<file path="config.mk">
export PLATFORM = sky130hd
export DESIGN_NAME = pipe_stage_reg_flat
export DESIGN_NICKNAME = d
export VERILOG_FILES = /design/src/rtl/pipe_pkg.sv /design/src/rtl/pipe_stage_reg_if.sv /design/src/rtl/pipe_slot.sv /design/src/rtl/pipe_stage_reg.sv /design/src/flat_wrapper.sv
export SDC_FILE = /design/constraint.sdc
export NUM_CORES = 1
export LEC_CHECK = 0
export ABC_AREA = 0
export ABC_CLOCK_PERIOD_IN_PS = 1300
export BUFFER_PORTS_ARGS = -buffer_cell sky130_fd_sc_hd__buf_2
export CAP_MARGIN = 5
export CORE_ASPECT_RATIO = 0.6
export CORE_MARGIN = 2
export CORE_UTILIZATION = 50
export CTS_BUF_LIST = sky130_fd_sc_hd__clkbuf_4
export CTS_CLUSTER_DIAMETER = 50
export DETAILED_ROUTE_END_ITERATION = 10
export GPL_TIMING_DRIVEN = 0
export MAX_ROUTING_LAYER = met4
export PLACE_DENSITY = 0.78
export SYNTH_ARGS = -nofsm -noshare
export SYNTH_HDL_FRONTEND = slang
export SYNTH_HIERARCHICAL = 1
export SYNTH_SLANG_ARGS = --single-unit
</file>
<file path="constraint.sdc">
create_clock -name clk -period 1.3 [get_ports clk]
set_input_delay 0.26 -clock clk [delete_from_list [all_inputs] [get_ports clk]]
set_output_delay 0.26 -clock clk [all_outputs]
set_load 0.02 [all_outputs]
</file>
<file path="src/rtl/pipe_pkg.sv">
// rtl/pipe_pkg.sv - shared types and constants for the pipeline stage register
package pipe_pkg;

    // Entry count doubles as the FSM state so occupancy can be driven straight from it.
    typedef enum logic [1:0] {
        EMPTY = 2'd0,
        ONE   = 2'd1,
        TWO   = 2'd2
    } occ_t;

    // Every control bit of the NOP encoding is zero; replicate to any CTRL_W.
    localparam logic NOP_CTRL_BIT = 1'b0;

endpackage

</file>
<file path="src/rtl/pipe_stage_reg_if.sv">
// rtl/pipe_stage_reg_if.sv - handshake bundle between a producer, the stage and a consumer
interface pipe_stage_reg_if #(
    parameter int DATA_W = 32,
    parameter int CTRL_W = 18
) ();
    logic              flush;
    logic              in_valid;
    logic              in_ready;
    logic [CTRL_W-1:0] in_ctrl;
    logic [DATA_W-1:0] in_data;
    logic              out_valid;
    logic              out_ready;
    logic [CTRL_W-1:0] out_ctrl;
    logic [DATA_W-1:0] out_data;
    logic [1:0]        occupancy;

    // The stage register itself.
    modport slave (
        input  flush, in_valid, in_ctrl, in_data, out_ready,
        output in_ready, out_valid, out_ctrl, out_data, occupancy
    );

    // The surrounding pipeline (or a bench) driving and observing the stage.
    modport master (
        output flush, in_valid, in_ctrl, in_data, out_ready,
        input  in_ready, out_valid, out_ctrl, out_data, occupancy
    );
endinterface

</file>
<file path="src/rtl/pipe_slot.sv">
// rtl/pipe_slot.sv - load-enabled holding register with synchronous clear
module pipe_slot #(
    parameter int W = 50
) (
    input  logic         clk,
    input  logic         clear,
    input  logic         load,
    input  logic [W-1:0] d,
    output logic [W-1:0] q
);
    logic [W-1:0] slot_d;
    logic [W-1:0] slot_q;

    // Clear wins over load; otherwise hold the stored beat.
    always_comb begin
        slot_d = slot_q;
        if (clear) begin
            slot_d = '0;
        end else if (load) begin
            slot_d = d;
        end
    end

    // Storage flop.
    always_ff @(posedge clk) begin
        slot_q <= slot_d;
    end

    assign q = slot_q;
endmodule

</file>
<file path="src/rtl/pipe_stage_reg.sv">
// rtl/pipe_stage_reg.sv - parametrised valid/ready pipeline stage register with optional skid entry
module pipe_stage_reg
    import pipe_pkg::*;
#(
    parameter int DATA_W = 32,
    parameter int CTRL_W = 18,
    parameter int SKID   = 1
) (
    input logic            clk,
    input logic            reset,
    pipe_stage_reg_if.slave bus
);
    localparam int W = CTRL_W + DATA_W;

    occ_t         state_q;
    occ_t         state_d;
    logic         in_ready_q;
    logic         in_ready_d;
    logic         in_ready_int;
    logic         out_valid_int;
    logic         in_fire;
    logic         out_fire;
    logic         main_load;
    logic         skid_load;
    logic [W-1:0] in_beat;
    logic [W-1:0] main_in;
    logic [W-1:0] main_q;
    logic [W-1:0] skid_q;

    assign in_beat       = {bus.in_ctrl, bus.in_data};
    assign out_valid_int = (state_q != EMPTY);
    // With a skid entry in_ready comes from a flop; without one it looks through to the consumer.
    assign in_ready_int  = (SKID != 0) ? in_ready_q
                                       : (!reset && (!out_valid_int || bus.out_ready));
    assign in_fire       = bus.in_valid && in_ready_int;
    assign out_fire      = out_valid_int && bus.out_ready;

    // State register: reset empties the stage and holds in_ready low.
    always_ff @(posedge clk) begin
        if (reset) begin
            state_q    <= EMPTY;
            in_ready_q <= 1'b0;
        end else begin
            state_q    <= state_d;
            in_ready_q <= in_ready_d;
        end
    end

    // Next state: occupancy follows the fires, flush forces empty regardless.
    always_comb begin
        state_d = state_q;
        case (state_q)
            EMPTY: if (in_fire) state_d = ONE;
            ONE: begin
                if (in_fire && !out_fire) begin
                    state_d = TWO;
                end else if (!in_fire && out_fire) begin
                    state_d = EMPTY;
                end
            end
            TWO:     if (out_fire) state_d = ONE;
            default: state_d = EMPTY;
        endcase
        if (bus.flush) begin
            state_d = EMPTY;
        end
        in_ready_d = (state_d != TWO);
    end

    // Slot steering: main always holds the oldest beat, skid only catches the stall overflow.
    always_comb begin
        main_load = 1'b0;
        skid_load = 1'b0;
        main_in   = in_beat;
        if (!bus.flush) begin
            case (state_q)
                EMPTY: main_load = in_fire;
                ONE: begin
                    main_load = in_fire && out_fire;
                    skid_load = in_fire && !out_fire;
                end
                TWO: begin
                    main_load = out_fire;
                    main_in   = skid_q;
                end
                default: ;
            endcase
        end
    end

    pipe_slot #(.W(W)) u_main (
        .clk   (clk),
        .clear (reset),
        .load  (main_load),
        .d     (main_in),
        .q     (main_q)
    );

    generate
        if (SKID != 0) begin : g_skid
            pipe_slot #(.W(W)) u_skid (
                .clk   (clk),
                .clear (reset),
                .load  (skid_load),
                .d     (in_beat),
                .q     (skid_q)
            );
        end else begin : g_no_skid
            assign skid_q = '0;
        end
    endgenerate

    assign bus.in_ready  = in_ready_int;
    assign bus.out_valid = out_valid_int;
    assign bus.out_ctrl  = out_valid_int ? main_q[W-1:DATA_W] : {CTRL_W{NOP_CTRL_BIT}};
    assign bus.out_data  = main_q[DATA_W-1:0];
    assign bus.occupancy = state_q;
endmodule

</file>
<file path="src/flat_wrapper.sv">
// flat-port wrapper written by rule: the top's interface ports become plain ports
module pipe_stage_reg_flat import pipe_pkg::*;
#(
    parameter int DATA_W = 32,
    parameter int CTRL_W = 18,
    parameter int SKID   = 1
)
  (clk, reset, bus_flush, bus_in_valid, bus_in_ctrl, bus_in_data, bus_out_ready, bus_in_ready, bus_out_valid, bus_out_ctrl, bus_out_data, bus_occupancy);
  pipe_stage_reg_if #(.DATA_W(DATA_W), .CTRL_W(CTRL_W)) bus_i ();
  input logic clk;
  input logic reset;
  input wire logic [$bits(bus_i.flush)-1:0] bus_flush;
  input wire logic [$bits(bus_i.in_valid)-1:0] bus_in_valid;
  input wire logic [$bits(bus_i.in_ctrl)-1:0] bus_in_ctrl;
  input wire logic [$bits(bus_i.in_data)-1:0] bus_in_data;
  input wire logic [$bits(bus_i.out_ready)-1:0] bus_out_ready;
  output wire logic [$bits(bus_i.in_ready)-1:0] bus_in_ready;
  output wire logic [$bits(bus_i.out_valid)-1:0] bus_out_valid;
  output wire logic [$bits(bus_i.out_ctrl)-1:0] bus_out_ctrl;
  output wire logic [$bits(bus_i.out_data)-1:0] bus_out_data;
  output wire logic [$bits(bus_i.occupancy)-1:0] bus_occupancy;
  assign bus_i.flush = bus_flush;
  assign bus_i.in_valid = bus_in_valid;
  assign bus_i.in_ctrl = bus_in_ctrl;
  assign bus_i.in_data = bus_in_data;
  assign bus_i.out_ready = bus_out_ready;
  assign bus_in_ready = bus_i.in_ready;
  assign bus_out_valid = bus_i.out_valid;
  assign bus_out_ctrl = bus_i.out_ctrl;
  assign bus_out_data = bus_i.out_data;
  assign bus_occupancy = bus_i.occupancy;
  pipe_stage_reg #(.DATA_W(DATA_W), .CTRL_W(CTRL_W), .SKID(SKID)) u_core (.clk(clk), .reset(reset), .bus(bus_i));
endmodule
</file>
# Word level (Yosys, flattened, before mapping)
# Cells that the tools add are included.
# totals
ff_bits,103
in_bits,55
output_inout_bits,54
wordCells,29
# op_classes
n_eq_ne,3
mux,13
n_reduce_logical,9
# ops
cell,count
2-to-1 mux 50 bit,2
2-to-1 mux 18 bit,1
2-to-1 mux 2 bit,5
one-hot mux 2 bit (3 select lines),1
logical AND 1 bit,5
2-to-1 mux 1 bit,3
one-hot mux 1 bit (3 select lines),1
== test 2 x 1 -> 1 bit (second input constant),1
== test 2 bit (second input constant),1
logical NOT 1 bit,2
logical NOT 2 bit,1
!= test 2 bit (second input constant),1
nonzero test 2 bit,1

# Longest topological paths before layout
# logic_depth
ltp_word,8
depth_mapped,7
ltp_nobuf,5

# Cells and area by module
# Netlist, hierarchy kept.
# by_module_without_submodules
module,n_inst,cells_each,area_each_um2,seq_area_each_um2
pipe_slot,2,162,1799.2,1001.0
pipe_stage_reg,1,96,925.9,60.1

# Least setup slack after synthesis
# OpenSTA, ideal clock, no wires.
# synth_timing
kind,register -> register
from,reg u_core.state_q[1] (netlist: u_core/bus.occupancy[1])
to,reg u_core.u_main.slot_q[0] (netlist: u_core/u_main/q[0])
setup_time_ps,128
t_arrival_ps,1469
required_ps,1172
slack_ps,-296
stages_incl_launch_ff,7
n_path_buf,1
synth_period_minus_slack_ps,1596
path_cell_list,dfxtp_1 > nand2b_1 > nor2_4 > buf_6 > mux2_2 > mux2i_1 > nor2_1
# synth_via
word_cells_on_any_way,10
classes_between,2 x eq/ne; 4 x mux; 4 x reduce/logical
# synth_lines
item,line_no,rtl
from (decl),pipe_stage_reg.sv:15,occ_t state_q;
from (signal assigned),pipe_stage_reg.sv:44,state_q <= state_d;
== test 2 bit,pipe_stage_reg.sv:76,case (state_q)
2-to-1 mux 50 bit,pipe_stage_reg.sv:76,
2-to-1 mux 50 bit,pipe_stage_reg.sv:75,if (!bus.flush) begin
net u_core.main_in[0],pipe_stage_reg.sv:26,logic [W-1:0] main_in;
to (signal assigned),pipe_slot.sv:26,slot_q <= slot_d;
to (decl),pipe_slot.sv:12,logic [W-1:0] slot_q;
# The timed path passes the listed nets, and every way through them passes these cells.
# A chain may end at the register's enable or synchronous reset.

# Final worst setup path
# layout_timing
from,reg u_core.state_q[1] (netlist: u_core/bus.occupancy[1])
to,reg u_core.u_main.slot_q[47] (netlist: u_core/u_main/q[47])
# Same word-level chain as after synthesis.

==> metrics.md <==
| Metric | Value |
|---|---|
| Status | complete, but fails checks |
| Violated checks | setup timing |
| Synth Area in Adders | 0% |
| DRT Wirelength | 12.5 mm |
| Final Worst Setup Slack | -0.579 ns |
| Reg2Reg Launch Point | u_core/bus.occupancy[1] |
| Tcrit/Tclk final | 145% |
| Vias in the first global route | 3,599 |
| Worst hold margin | 0.0383 ns |
| Initial antenna violation count | 0 |
| Placed cells | 640 |
| Sequential area share after synthesis | 45.6% |
| Slew Limit Fails | 0 |
| Layout cells sized above 1 | 46.5% |
| DRC viols | 0 |
| Worst VDD drop | 0.000525 V |
| Total track usage | 24.7% |
| Complex-gate fraction of the synthesized area | 0.553% |
| TritonCTS clock tree | built |
| Top-Level Pins | 109 |
| # nets final | 641 |
| Xor/xnor share of the synthesized area | 0% |
| Min cycle time layout | 1.88 ns |
| Clock Skew | 0.0190 ns |
| Port Buffers | 108 |
| Count of cell types in the netlist | 23 |
| Core area | 8650 µm² |
| Fin cells | 703 |
| CP max FO | 9 |
| Post-DR vias/cell | 5.22 |
| Power Dens Cells | 889 nW/µm² |
| Max Freq | 532 MHz |
| Seq cells post-synth | 103 |
| Hold Crit Class | in -> reg |
| Placed inst area | 5230 µm² |
| Worst Hold Path Cells | 3 |
| CP Class | reg -> reg |
| YS warnings | 6 |
| Post-Syn Instances | 420 |
| Simple-gate share of the synthesized area | 12.9% |
| Final hold viol count | 0 |
| Clock root buffer | clkbuf_4 |
| Max_slew headroom | 62.2% |
| Largest family of logic cells by synthesized area | multiplexers |
| CP required | 1.64 ns |
| Netlist Area Pre-Place | 4520 µm² |
| RSZ-0062 raised after global routing | true |
| Final setup viols | 123 |
| First-pass GRT wire length | 18.5 mm |
| RePlAce Congestion | 0.786 |
| Final HPWL DP | 7.14 mm |
| # Max-Cap Violations | 0 |
| Design Power | 5.83 mW |
| Hold_sp | bus_in_data[10] |
| Worst Path Arrival | 2.22 ns |
| Clock network latency to the later pin of the worst-skew pair | 0.47 ns |
| Synth Area per Inst | 10.8 µm² |
| CP startpoint | u_core/bus.occupancy[1] |
| CTS Buffer Depth | 2 |
| Die Wd | 127 µm |
| Detail Route Antenna Nets | 0 |
| Total vias in the final route | 3,669 |
| CTS H-Tree Depth | 3 |
| CP Capture Type | flip-flop |
| Largest net degree at the start of global routing | 17 |
| Avg WL per Cell | 17.8 µm |
| N_diodes | 0 |
| # clock sinks | 103 |
| Row count | 26 |
| Num CTS Buffers | 9 |
| Initial core utilization | 52.3% |
| Clock-pin slew on the worst setup and hold paths | 0.15 ns |
| Die area | 9850 µm² |
| Multiplexer share of the synthesized area | 34.6% |
| Least-Margin Pin Slew | 0.567 ns |
| DRT iter0 DRCs | 195 |
| Die Y | 77.7 µm |
| Drt pass-1 iters | 4 |
| Layout area overhead | 44.9% |
| Net count after synthesis | 475 |
| Startpoint Class | flip-flop |
| Reg2reg path depth | 9 |
| Fin area | 6560 µm² |
| Remaining global-route overflow | 0 |
| Fillers | 566 |
| Static leakage | 2.73 nW |
## kinds of logic after synthesis
family                 count (synthesis)
AND/OR/NAND/NOR                      132
AO/OA/AOI/OAI                          3
multiplexers                         150
flip-flops                           103
buffers and inverters                 32
## worst max-delay path, cell delays in order, from the launching register on
cell and delay, ns:
dfxtp_4 0.41, buf_6 0.11, buf_12 0.09, nand2b_4 0.06, nor2_4 0.14, buf_12 0.19
clkbuf_16 0.17, mux2_2 0.34, mux2i_1 0.18, nor2_1 0.06
## final timing paths
kind                                 to  slack, ns
max                 u_core/u_main/q[47]      -0.58
min          u_core/g_skid.u_skid/q[10]       0.04
max reg2reg         u_core/u_main/q[47]      -0.58
min reg2reg         u_core/u_main/q[17]       0.50
## layer usage
| metal | global-route usage, % | vias to the layer above | part of all wire, % |
|---|---|---|---|
| met3 | 5.86 | 10 | 5.5 |
| met2 | 38.0 | 115 | 45 |
| met4 | 5.27 | 0 | 0.78 |
| li1 | - | 1759 | - |
| met1 | 33.3 | 1785 | 49 |
| met5 | - | - | 0 |
## what timing repair did
action                     CTS  global route
hold buffers                 1             0
setup endpoints to repair  125           147
resized for setup           68            67
hold endpoints to repair     3             0
cloned                      12             4
pin swaps                    5             1
setup buffers               19            12
## flip-flops by register name, summed over array words and instances (netlist names)
signal / cells
u_core/bus.occupancy: 2
u_core/bus.in_ready: 1
u_core/u_main/q: 50
u_core/g_skid.u_skid/q: 50
## stage by stage
| stage | utilization, % | setup WS (ns) | TNS [ns] |
|---|---|---|---|
| after global routing | 75.8 | -0.638 | -67.26 |
| after detailed placement | 60.4 | -0.363 | -26.76 |
| after CTS | 71.1 | -0.524 | -52.15 |
| after floorplan | - | -0.172 | -11.66 |
| final | 75.8 | -0.579 | -59.51 |
| after global placement | 60.4 | -0.352 | -25.09 |
## synth_stat cells
cell type    n  area share, %
buf_6        7            1.7
clkbuf_1    11           0.91
a211oi_1     1           0.17
and3_1       1           0.14
nand2_1      2           0.17
inv_1        2           0.17
nand4b_1     1           0.19
nor2_4       1           0.25
mux2i_1    100             22
nor4_1       1           0.14
nand2b_1     2           0.28
nor3_1       1           0.11
dfxtp_1    103             46
and3b_1      1           0.19
a41oi_1      1           0.19
and2b_1     11            1.8
nor2_1     103            8.5
mux2_1       4            1.0
buf_8       10            3.3
nor2b_1      8            1.1
o221ai_1     1           0.19
clkbuf_2     2           0.22
mux2_2      46             11
## cell type report
type	instances	area, µm²	share of cell area, %
Tap cell	112	140	2.14
Clock buffer	12	90.1	1.37
Multi-Input combinational cell	285	2350	35.8
Timing Repair Buffer	155	1420	21.7
Inverter	2	7.51	0.115
Buffer	30	379	5.78
Sequential cell	103	2100	32.0
Clock inverter	4	71.3	1.09
## layout by cell type, fill, tap and decap left out, types with 2 or more instances in the layout
cell type / netlist / final
clkbuf_4: 0 / 12
buf_16: 0 / 7
buf_12: 0 / 20
inv_1: 2 / 2
mux2i_1: 100 / 93
dfxtp_1: 103 / 82
nor2b_1: 8 / 8
clkbuf_2: 2 / 2
bufinv_16: 0 / 2
and2b_1: 11 / 11
bufbuf_16: 0 / 4
dfxtp_2: 0 / 18
clkbuf_1: 11 / 10
buf_4: 0 / 29
nand2b_4: 0 / 2
mux2_4: 0 / 26
nor2_1: 103 / 101
clkbuf_16: 0 / 4
buf_6: 7 / 23
nor2_4: 1 / 2
nand2_1: 2 / 2
mux2_2: 46 / 24
dfxtp_4: 0 / 3
buf_2: 0 / 83
mux2i_2: 0 / 6
## report_power, final
part           internal, mW  switching (mW)
sequential             3.22          0.0360
combinational         0.384           0.342
clock                 0.841            1.01
Note: power is estimated with default switching activity, not from simulation.
